--- src/rtl/pipe_pkg.sv ---
// Shared definitions for pipeline segment registers: state encoding, per-stage
// payload widths and the all-zero bubble constant.
package pipe_pkg;

  typedef enum logic [1:0] {
    EMPTY = 2'd0,
    ONE   = 2'd1,
    TWO   = 2'd2
  } seg_state_e;

  localparam int IF_ID_DATA_W  = 64;
  localparam int IF_ID_CTRL_W  = 1;
  localparam int ID_EX_DATA_W  = 133;
  localparam int ID_EX_CTRL_W  = 14;
  localparam int EX_MEM_DATA_W = 101;
  localparam int EX_MEM_CTRL_W = 9;
  localparam int MEM_WB_DATA_W = 69;
  localparam int MEM_WB_CTRL_W = 3;

  // Widest payload any instance may carry; slots slice their own width from it.
  localparam int BUBBLE_MAX_W = 256;
  localparam logic [BUBBLE_MAX_W-1:0] BUBBLE = '0;

  function automatic logic [1:0] state_occupancy(input seg_state_e s);
    logic [1:0] occ;
    case (s)
      EMPTY:   occ = 2'd0;
      ONE:     occ = 2'd1;
      TWO:     occ = 2'd2;
      default: occ = 2'd0;
    endcase
    return occ;
  endfunction

endpackage

--- src/rtl/pipe_seg_slot.sv ---
// One valid+data+ctrl register. Clear wins over load and always leaves an
// all-zero payload so an empty slot reads as a NOP.
module pipe_seg_slot
  import pipe_pkg::*;
#(
  parameter int DATA_W = EX_MEM_DATA_W,
  parameter int CTRL_W = EX_MEM_CTRL_W
) (
  input  logic              clk,
  input  logic              rst_n,
  input  logic              load,
  input  logic              clear,
  input  logic [DATA_W-1:0] load_data,
  input  logic [CTRL_W-1:0] load_ctrl,
  output logic              valid,
  output logic [DATA_W-1:0] data,
  output logic [CTRL_W-1:0] ctrl
);

  logic              valid_r;
  logic [DATA_W-1:0] data_r;
  logic [CTRL_W-1:0] ctrl_r;

  // Slot register: reset/clear to bubble, otherwise load whole payload or hold.
  always_ff @(posedge clk) begin
    if (!rst_n || clear) begin
      valid_r <= 1'b0;
      data_r  <= BUBBLE[DATA_W-1:0];
      ctrl_r  <= BUBBLE[CTRL_W-1:0];
    end else if (load) begin
      valid_r <= 1'b1;
      data_r  <= load_data;
      ctrl_r  <= load_ctrl;
    end else begin
      valid_r <= valid_r;
      data_r  <= data_r;
      ctrl_r  <= ctrl_r;
    end
  end

  assign valid = valid_r;
  assign data  = data_r;
  assign ctrl  = ctrl_r;

endmodule

--- src/rtl/pipe_seg_reg.sv ---
// Pipeline segment register with valid/ready handshake and flush-to-bubble.
// Define PIPE_SEG_REG_SKID_EN for a two-entry skid buffer with registered in_ready.
module pipe_seg_reg
  import pipe_pkg::*;
#(
  parameter int DATA_W = EX_MEM_DATA_W,
  parameter int CTRL_W = EX_MEM_CTRL_W
) (
  input  logic              clk,
  input  logic              rst_n,
  input  logic              in_valid,
  output logic              in_ready,
  input  logic [DATA_W-1:0] in_data,
  input  logic [CTRL_W-1:0] in_ctrl,
  input  logic              flush,
  output logic              out_valid,
  input  logic              out_ready,
  output logic [DATA_W-1:0] out_data,
  output logic [CTRL_W-1:0] out_ctrl,
  output logic [1:0]        occupancy
);

  seg_state_e        state_r;
  seg_state_e        state_next_s;
  logic [1:0]        occupancy_r;
  logic              accept_s;
  logic              release_s;
  logic              main_load_s;
  logic              main_clear_s;
  logic              main_valid_s;
  logic [DATA_W-1:0] main_data_s;
  logic [CTRL_W-1:0] main_ctrl_s;
  logic [DATA_W-1:0] main_load_data_s;
  logic [CTRL_W-1:0] main_load_ctrl_s;

  assign accept_s  = in_valid && in_ready;
  assign release_s = main_valid_s && out_ready;

`ifdef PIPE_SEG_REG_SKID_EN
  logic              in_ready_r;
  logic              skid_load_s;
  logic              skid_clear_s;
  logic              main_src_skid_s;
  logic              skid_valid_s;
  logic [DATA_W-1:0] skid_data_s;
  logic [CTRL_W-1:0] skid_ctrl_s;

  // State register plus status outputs computed from the next state.
  always_ff @(posedge clk) begin
    if (!rst_n) begin
      state_r     <= EMPTY;
      occupancy_r <= 2'd0;
      in_ready_r  <= 1'b1;
    end else begin
      state_r     <= state_next_s;
      occupancy_r <= state_occupancy(state_next_s);
      in_ready_r  <= (state_next_s != TWO);
    end
  end

  // Next-state logic.
  always_comb begin
    state_next_s = state_r;
    if (flush) begin
      state_next_s = EMPTY;
    end else begin
      case (state_r)
        EMPTY: state_next_s = accept_s ? ONE : EMPTY;
        ONE: begin
          if (accept_s && !release_s) begin
            state_next_s = TWO;
          end else if (!accept_s && release_s) begin
            state_next_s = EMPTY;
          end else begin
            state_next_s = ONE;
          end
        end
        TWO:     state_next_s = release_s ? ONE : TWO;
        default: state_next_s = EMPTY;
      endcase
    end
  end

  // Slot control; the skid entry always moves into main when main drains in TWO.
  always_comb begin
    main_load_s     = 1'b0;
    main_clear_s    = 1'b0;
    main_src_skid_s = 1'b0;
    skid_load_s     = 1'b0;
    skid_clear_s    = 1'b0;
    if (flush) begin
      main_clear_s = 1'b1;
      skid_clear_s = 1'b1;
    end else begin
      case (state_r)
        EMPTY: main_load_s = accept_s;
        ONE: begin
          if (accept_s && release_s) begin
            main_load_s = 1'b1;
          end else if (accept_s) begin
            skid_load_s = 1'b1;
          end else if (release_s) begin
            main_clear_s = 1'b1;
          end else begin
            main_load_s = 1'b0;
          end
        end
        TWO: begin
          if (release_s) begin
            main_load_s     = 1'b1;
            main_src_skid_s = 1'b1;
            skid_clear_s    = 1'b1;
          end else begin
            main_load_s = 1'b0;
          end
        end
        default: begin
          main_clear_s = 1'b1;
          skid_clear_s = 1'b1;
        end
      endcase
    end
  end

  assign main_load_data_s = main_src_skid_s ? skid_data_s : in_data;
  assign main_load_ctrl_s = main_src_skid_s ? skid_ctrl_s : in_ctrl;
  assign in_ready         = in_ready_r;

  pipe_seg_slot #(.DATA_W(DATA_W), .CTRL_W(CTRL_W)) u_skid (
    .clk       (clk),
    .rst_n     (rst_n),
    .load      (skid_load_s),
    .clear     (skid_clear_s),
    .load_data (in_data),
    .load_ctrl (in_ctrl),
    .valid     (skid_valid_s),
    .data      (skid_data_s),
    .ctrl      (skid_ctrl_s)
  );

  // Skid valid mirrors state TWO; kept only for observability.
  logic skid_valid_unused_s;
  assign skid_valid_unused_s = skid_valid_s;
`else
  // State register plus occupancy computed from the next state.
  always_ff @(posedge clk) begin
    if (!rst_n) begin
      state_r     <= EMPTY;
      occupancy_r <= 2'd0;
    end else begin
      state_r     <= state_next_s;
      occupancy_r <= state_occupancy(state_next_s);
    end
  end

  // Next-state logic.
  always_comb begin
    state_next_s = state_r;
    if (flush) begin
      state_next_s = EMPTY;
    end else begin
      case (state_r)
        EMPTY:   state_next_s = accept_s ? ONE : EMPTY;
        ONE:     state_next_s = (release_s && !accept_s) ? EMPTY : ONE;
        default: state_next_s = EMPTY;
      endcase
    end
  end

  // Slot control; in ONE an accept only happens alongside a release.
  always_comb begin
    main_load_s  = 1'b0;
    main_clear_s = 1'b0;
    if (flush) begin
      main_clear_s = 1'b1;
    end else begin
      case (state_r)
        EMPTY: main_load_s = accept_s;
        ONE: begin
          if (accept_s) begin
            main_load_s = 1'b1;
          end else if (release_s) begin
            main_clear_s = 1'b1;
          end else begin
            main_load_s = 1'b0;
          end
        end
        default: main_clear_s = 1'b1;
      endcase
    end
  end

  assign main_load_data_s = in_data;
  assign main_load_ctrl_s = in_ctrl;
  assign in_ready         = out_ready || !main_valid_s;
`endif

  pipe_seg_slot #(.DATA_W(DATA_W), .CTRL_W(CTRL_W)) u_main (
    .clk       (clk),
    .rst_n     (rst_n),
    .load      (main_load_s),
    .clear     (main_clear_s),
    .load_data (main_load_data_s),
    .load_ctrl (main_load_ctrl_s),
    .valid     (main_valid_s),
    .data      (main_data_s),
    .ctrl      (main_ctrl_s)
  );

  assign out_valid = main_valid_s;
  assign out_data  = main_data_s;
  assign out_ctrl  = main_ctrl_s;
  assign occupancy = occupancy_r;

endmodule

--- config.mk ---
export PLATFORM = sky130hd
export DESIGN_NAME = pipe_seg_reg
export DESIGN_NICKNAME = d
export VERILOG_FILES = /design/src/rtl/pipe_pkg.sv /design/src/rtl/pipe_seg_slot.sv /design/src/rtl/pipe_seg_reg.sv
export SDC_FILE = /design/constraint.sdc
export NUM_CORES = 1
export LEC_CHECK = 0
export CORE_UTILIZATION = 30
export DETAILED_ROUTE_END_ITERATION = 7
export PLACE_DENSITY = 0.63
export SLEW_MARGIN = 20
export SYNTH_ARGS = -nofsm -noshare
export SYNTH_HDL_FRONTEND = slang
export SYNTH_SLANG_ARGS = --single-unit
--- constraint.sdc ---
create_clock -name clk -period 1.64 [get_ports clk]
set_input_delay 0.328 -clock clk [delete_from_list [all_inputs] [get_ports clk]]
set_output_delay 0.328 -clock clk [all_outputs]
set_load 0.01 [all_outputs]
# Word level (Yosys, flattened, before mapping)
# Index checks and enable logic that the tools add are counted.
[totals]
mem_bits_ro = 0
word_cells = 29
latchBits = 0
ramBits = 0
regBits = 115
output_inout_bits = 114
input_bits = 115
mem_count = 0
[classes]
eq_ne = 3
magnitude_cmp = 0
addsub = 0
multipliers = 0
shift = 0
reduce_logical = 9
n_bitwise = 0
mux = 12
div_mod_pow = 0
[ops]
columns = ["cell", "count"]
rows = [
  ["1-bit 2-to-1 mux", 8],
  ["1-bit case mux with 2 select lines", 3],
  ["2-bit case mux with 2 select lines", 1],
  ["1-bit logical AND", 3],
  ["1-bit zero test", 3],
  ["1-bit by 2-bit == test with 1-bit output, second input constant", 1],
  ["2-bit by 1-bit == test with 1-bit output, second input constant", 1],
  ["2-bit zero test", 1],
  ["1-bit logical OR", 2],
  ["1-bit == test, second input constant", 1],
]

# Depth between registers and ports, before layout
[depth]
ltp_word = 10
depth_mapped = 7
ltp_nobuf = 4

# Modules after synthesis
# From an unflattened synthesis, not the netlist that was laid out.
[unflattened]
hier_cells = 370
area_unflattened_um2 = 4117.7
[by_module_without_submodules]
columns = ["mod", "seq_area_each_um2", "area_each_um2", "cells_per_inst", "instances"]
rows = [
  ["pipe_seg_slot", 2222.1, 4025.1, 359, 1],
  ["pipe_seg_reg", 20.0, 92.6, 11, 1],
]

# Worst setup path after synthesis
# OpenSTA, ideal clock, no wires.
[synth_path]
path_type = "register to register"
startpoint = "register u_main.valid_r, in the netlist u_main.valid"
endpoint = "register u_main.data_r[22], in the netlist u_main.data[22]"
period_less_slack_ps = 1400
setup_slack_ps = 240
required_time_ps = 1520
setup_ps = 120
arrival_ps = 1280
stages_incl_launch_ff = 8
path_cell_list = "dfxtp_1 -> nor2b_1 -> buf_6 -> inv_2 -> buf_6 -> buf_1 -> nand3_1 -> a21oi_2"
[synth_between]
elab_chain_len = 7
word_cells_on_any_way = 12
classes_between = "mux (7); reduce/logical (5)"
[synth_lines]
columns = ["item", "line_no", "text"]
rows = [
  ["from (decl)", "pipe_seg_slot.sv:20", "logic valid_r;"],
  ["from (signal assigned)", "pipe_seg_slot.sv:35", "valid_r <= valid_r;"],
  ["1-bit zero test", "pipe_seg_reg.sv:195", "assign in_ready = out_ready || !main_valid_s;"],
  ["1-bit logical OR", "pipe_seg_reg.sv:195", ""],
  ["1-bit logical AND", "pipe_seg_reg.sv:36", "assign accept_s = in_valid && in_ready;"],
  ["1-bit 2-to-1 mux", "pipe_seg_reg.sv:180", "if (accept_s) begin"],
  ["1-bit case mux with 2 select lines", "pipe_seg_reg.sv:177", "case (state_r)"],
  ["1-bit 2-to-1 mux", "pipe_seg_reg.sv:174", "if (flush) begin"],
  ["1-bit logical OR", "pipe_seg_slot.sv:26", "if (!rst_n || clear) begin"],
  ["to (signal assigned)", "pipe_seg_slot.sv:28", "data_r <= BUBBLE[DATA_W-1:0];"],
  ["to (signal assigned)", "pipe_seg_slot.sv:32", "data_r <= load_data;"],
  ["to (signal assigned)", "pipe_seg_slot.sv:36", "data_r <= data_r;"],
  ["to (decl)", "pipe_seg_slot.sv:21", "logic [DATA_W-1:0] data_r;"],
]
# Several ways; a longest one is shown, not always the timed one.
# A chain may end at the register's enable or synchronous reset.

# Worst setup path after layout
[layout_path]
startpoint = "register u_main.valid_r, in the netlist u_main.valid"
endpoint = "output out_valid"
[layout_lines]
columns = ["item", "line_no", "text"]
rows = [
  ["to (decl)", "pipe_seg_reg.sv:16", "output logic out_valid,"],
]
# No word-level cell between the ends.

==> flow_summary_export.csv <==
group,metric,value,unit
clocking,cts_tree,"built",
detailed_routing,drc_errors,0,
layout,n_antenna_cell,0,
floorplan,initial_core_util,0.306,
critical_path,cp-endpoint,"out_valid",
sta,setup_violations,0,
floorplan,die_y,126,um
critical_path,cp_num_buf_inv,1,
critical_path,path_depth,1,
global_routing,grt_pass1_vias,4509,
clocking,clk_path_buf_depth,2,
global_routing,grt-ovfl-total,0,
critical_path,worstSetupPathType,"reg2out",
sta,hold_viol_final,0,
sta,setup_ws,0.0466,ns
sta,period_needed,1.59,ns
layout,syn_to_final_growth,60.8,%
critical_path,r2r_start,"u_main.valid",
layout,drive_gt1_frac,0.184,
logic_synthesis,synthFlopType,"dfxtp_1",
critical_path,cp.arrival,1.27,ns
global_routing,grt_pass1_wl,23500,um
power,p_int,4520,uW
global_routing,grt_max_degree,63,
logic_synthesis,synth_fp_nets,631,
detailed_routing,final_antenna_net_count,0,
logic_synthesis,synth-seq-area-share,0.484,
power,p_switching,1370,uW
critical_path,critPathLaunch,"u_main.valid",
power,p_clk_frac,0.380,
critical_path,crit_chain,"clkdlybuf4s50_1",
critical_path,r2r_slack,0.23,ns
logic_synthesis,ys_ff_latch,112,
global_routing,grt_usage,0.183,
logic_synthesis,yosysUniqueCellTypes,20,
clocking,numClockSinks,112,
critical_path,start_kind,"register",
power,power_density,790,nW/um^2
logic_synthesis,synth_top_area_share,0.484,
logic_synthesis,syn_area_per_cell,8.98,um^2
clocking,ctsRootBufferMaster,"clkbuf_16",
sta,whs,0.480,ns
logic_synthesis,ys_top_cells_by_area,"dfxtp_1 48%, a21oi_2 17%, nand3_1 12%",
critical_path,path_max_fanout,5,
detailed_routing,drt_wl_total,14800,um
critical_path,path_delay_family,"buffers and inverters",
sta,fmax,0.628,GHz
floorplan,core_area,15100,um^2
logic_synthesis,synth_most_common_cell,"dfxtp_1",
layout,final_area,7450,um^2
clocking,post_cts_buffers,0,
global_routing,antenna_found_initial,0,
power,comb_power_share,0.143,
critical_path,r2r_cells,4,
floorplan,io_pins,229,
power,p_sw_frac,0.232,
critical_path,cp_slowest_cell,"clkdlybuf4s50_1",
logic_synthesis,ys_top_cells_by_count,"112 x dfxtp_1, 110 x nand3_1, 110 x o21ai_0",
placement,port_buffers,227,
clocking,cts_made_buffers,9,
detailed_routing,wl_per_cell,16.3,um
placement,placed_cells_incl_taps,893,
floorplan,fp.dieArea,15900,um^2
clocking,path_clk_slew,0.07,ns
logic_synthesis,synth_edf_count,0,
logic_synthesis,synthCells,516,
clocking,cts_hold_buffers,0,
placement,dp_slack,-0.254,ns
clocking,cts-htree-levels,3,
logic_synthesis,syn-cell-area,4630,um^2
flow_run,cap_violations,0,
clocking,clk_latency,0.35,ns
placement,place_hpwl,10000,um
hold_path,hold_path_class,"reg2reg",
clocking,cts_resized,3,
power,report.power.total,5890,uW
layout,fillers,1418,
sta,rsz0062_at_grt,"no",
logic_synthesis,synthArstFlopShare,0,
run_status,outcome,"finished, final reports clean",
sta,finalMaxSlewViolations,0,
logic_synthesis,synth_largest_area_cell,"dfxtp_1",
detailed_routing,vias,4608,
power,leakage,0.00240,uW
critical_path,endpoint_kind,"output port",
floorplan,std_cell_rows,45,
placement,gp_congestion,0.769,
detailed_routing,via_per_inst,5.07,
detailed_routing,drtPass1Iterations,4,
sta,finClkSkew,0.00518,ns
critical_path,critPathRequiredTime,1.31,ns
floorplan,die_w,126,um
power,vdd_drop_max,0.478,mV
sta,finalCritPeriodShare,0.972,
placement,place_area,7150,um^2
layout,final_cells,909,
critical_path,worst_path_largest_cell_delay,0.55,ns
layout,fin_nets,831,
critical_path,r2r_end,"u_main.data[1]",
power,power.share.sequential,0.477,
logic_synthesis,yosysWarnings,0,
detailed_routing,first_iter_violations,295,
-- power by group through the flow --
stage	clock, uW	combinational, uW	sequential (uW)
finish	2230	842	2810
global route	2420	901	2820
CTS	2320	845	2810
detailed placement	0	843	2870
global placement	0	833	2870
floorplan	0	315	2900
-- cells in the final DEF, fill, tap and decap left out, types with 9 or more instances in the layout --
master,n
a21oi_2,90
buf_4,12
dfxtp_1,111
a21oi_1,20
clkdlybuf4s50_1,223
o21ai_0,110
nand3_1,110
buf_12,11
clkbuf_16,9
-- final cells by class --
class / count / area, um^2 / area share
Timing Repair Buffer: 250 / 2580 / 0.347
Sequential cell: 112 / 2240 / 0.301
Multi-Input combinational cell: 341 / 2080 / 0.279
Clock buffer: 13 / 260 / 0.0349
Tap cell: 188 / 235 / 0.0316
Clock inverter: 3 / 40.0 / 0.00537
Inverter: 2 / 8.76 / 0.00118
-- stage by stage --
step	utilization	setup TNS [ns]
floorplan	-	0
global placement	0.472	-19.45
detailed placement	0.472	-23.94
CTS	0.492	0
global route	0.492	0
finish	0.492	0
-- per-layer routing --
metal  part of all wire  track usage  wire [um]  vias up
met1               0.44        0.226       6510     2190
met4              0.022       0.0787        332        0
met2               0.47        0.303       6980      164
met3              0.065       0.0447        956       20
li1                   -            -          -     2234
met5                  0            0          0        -
-- kinds of logic after synthesis --
| kind of cell | Yosys count | share of synthesized area |
|---|---|---|
| other | 1 | 0.000809 |
| AO/OA/AOI/OAI | 221 | 0.312 |
| buffers and inverters | 63 | 0.0721 |
| multiplexers | 1 | 0.00216 |
| flip-flops | 112 | 0.484 |
| AND/OR/NAND/NOR | 118 | 0.129 |
-- state kept, by name, summed over array words and instances, names as in the netlist --
signal	flops
u_main.ctrl	9
u_main.valid	1
u_main.data	101
occupancy	1
-- worst min-delay path by stage --
stage | endpoint | cells past startpoint | from | slack [ns]
after global placement | u_main.data[98] | 2 | u_main.data[98] | 0.46
after detailed placement | u_main.data[92] | 2 | u_main.data[92] | 0.47
after global routing | u_main.data[94] | 2 | u_main.data[94] | 0.51
final | u_main.data[88] | 2 | u_main.data[88] | 0.48
after floorplan | occupancy[0] | 1 | flush | 0.42
after CTS | u_main.data[84] | 2 | u_main.data[84] | 0.48
Note: power is estimated with default switching activity, not from simulation.
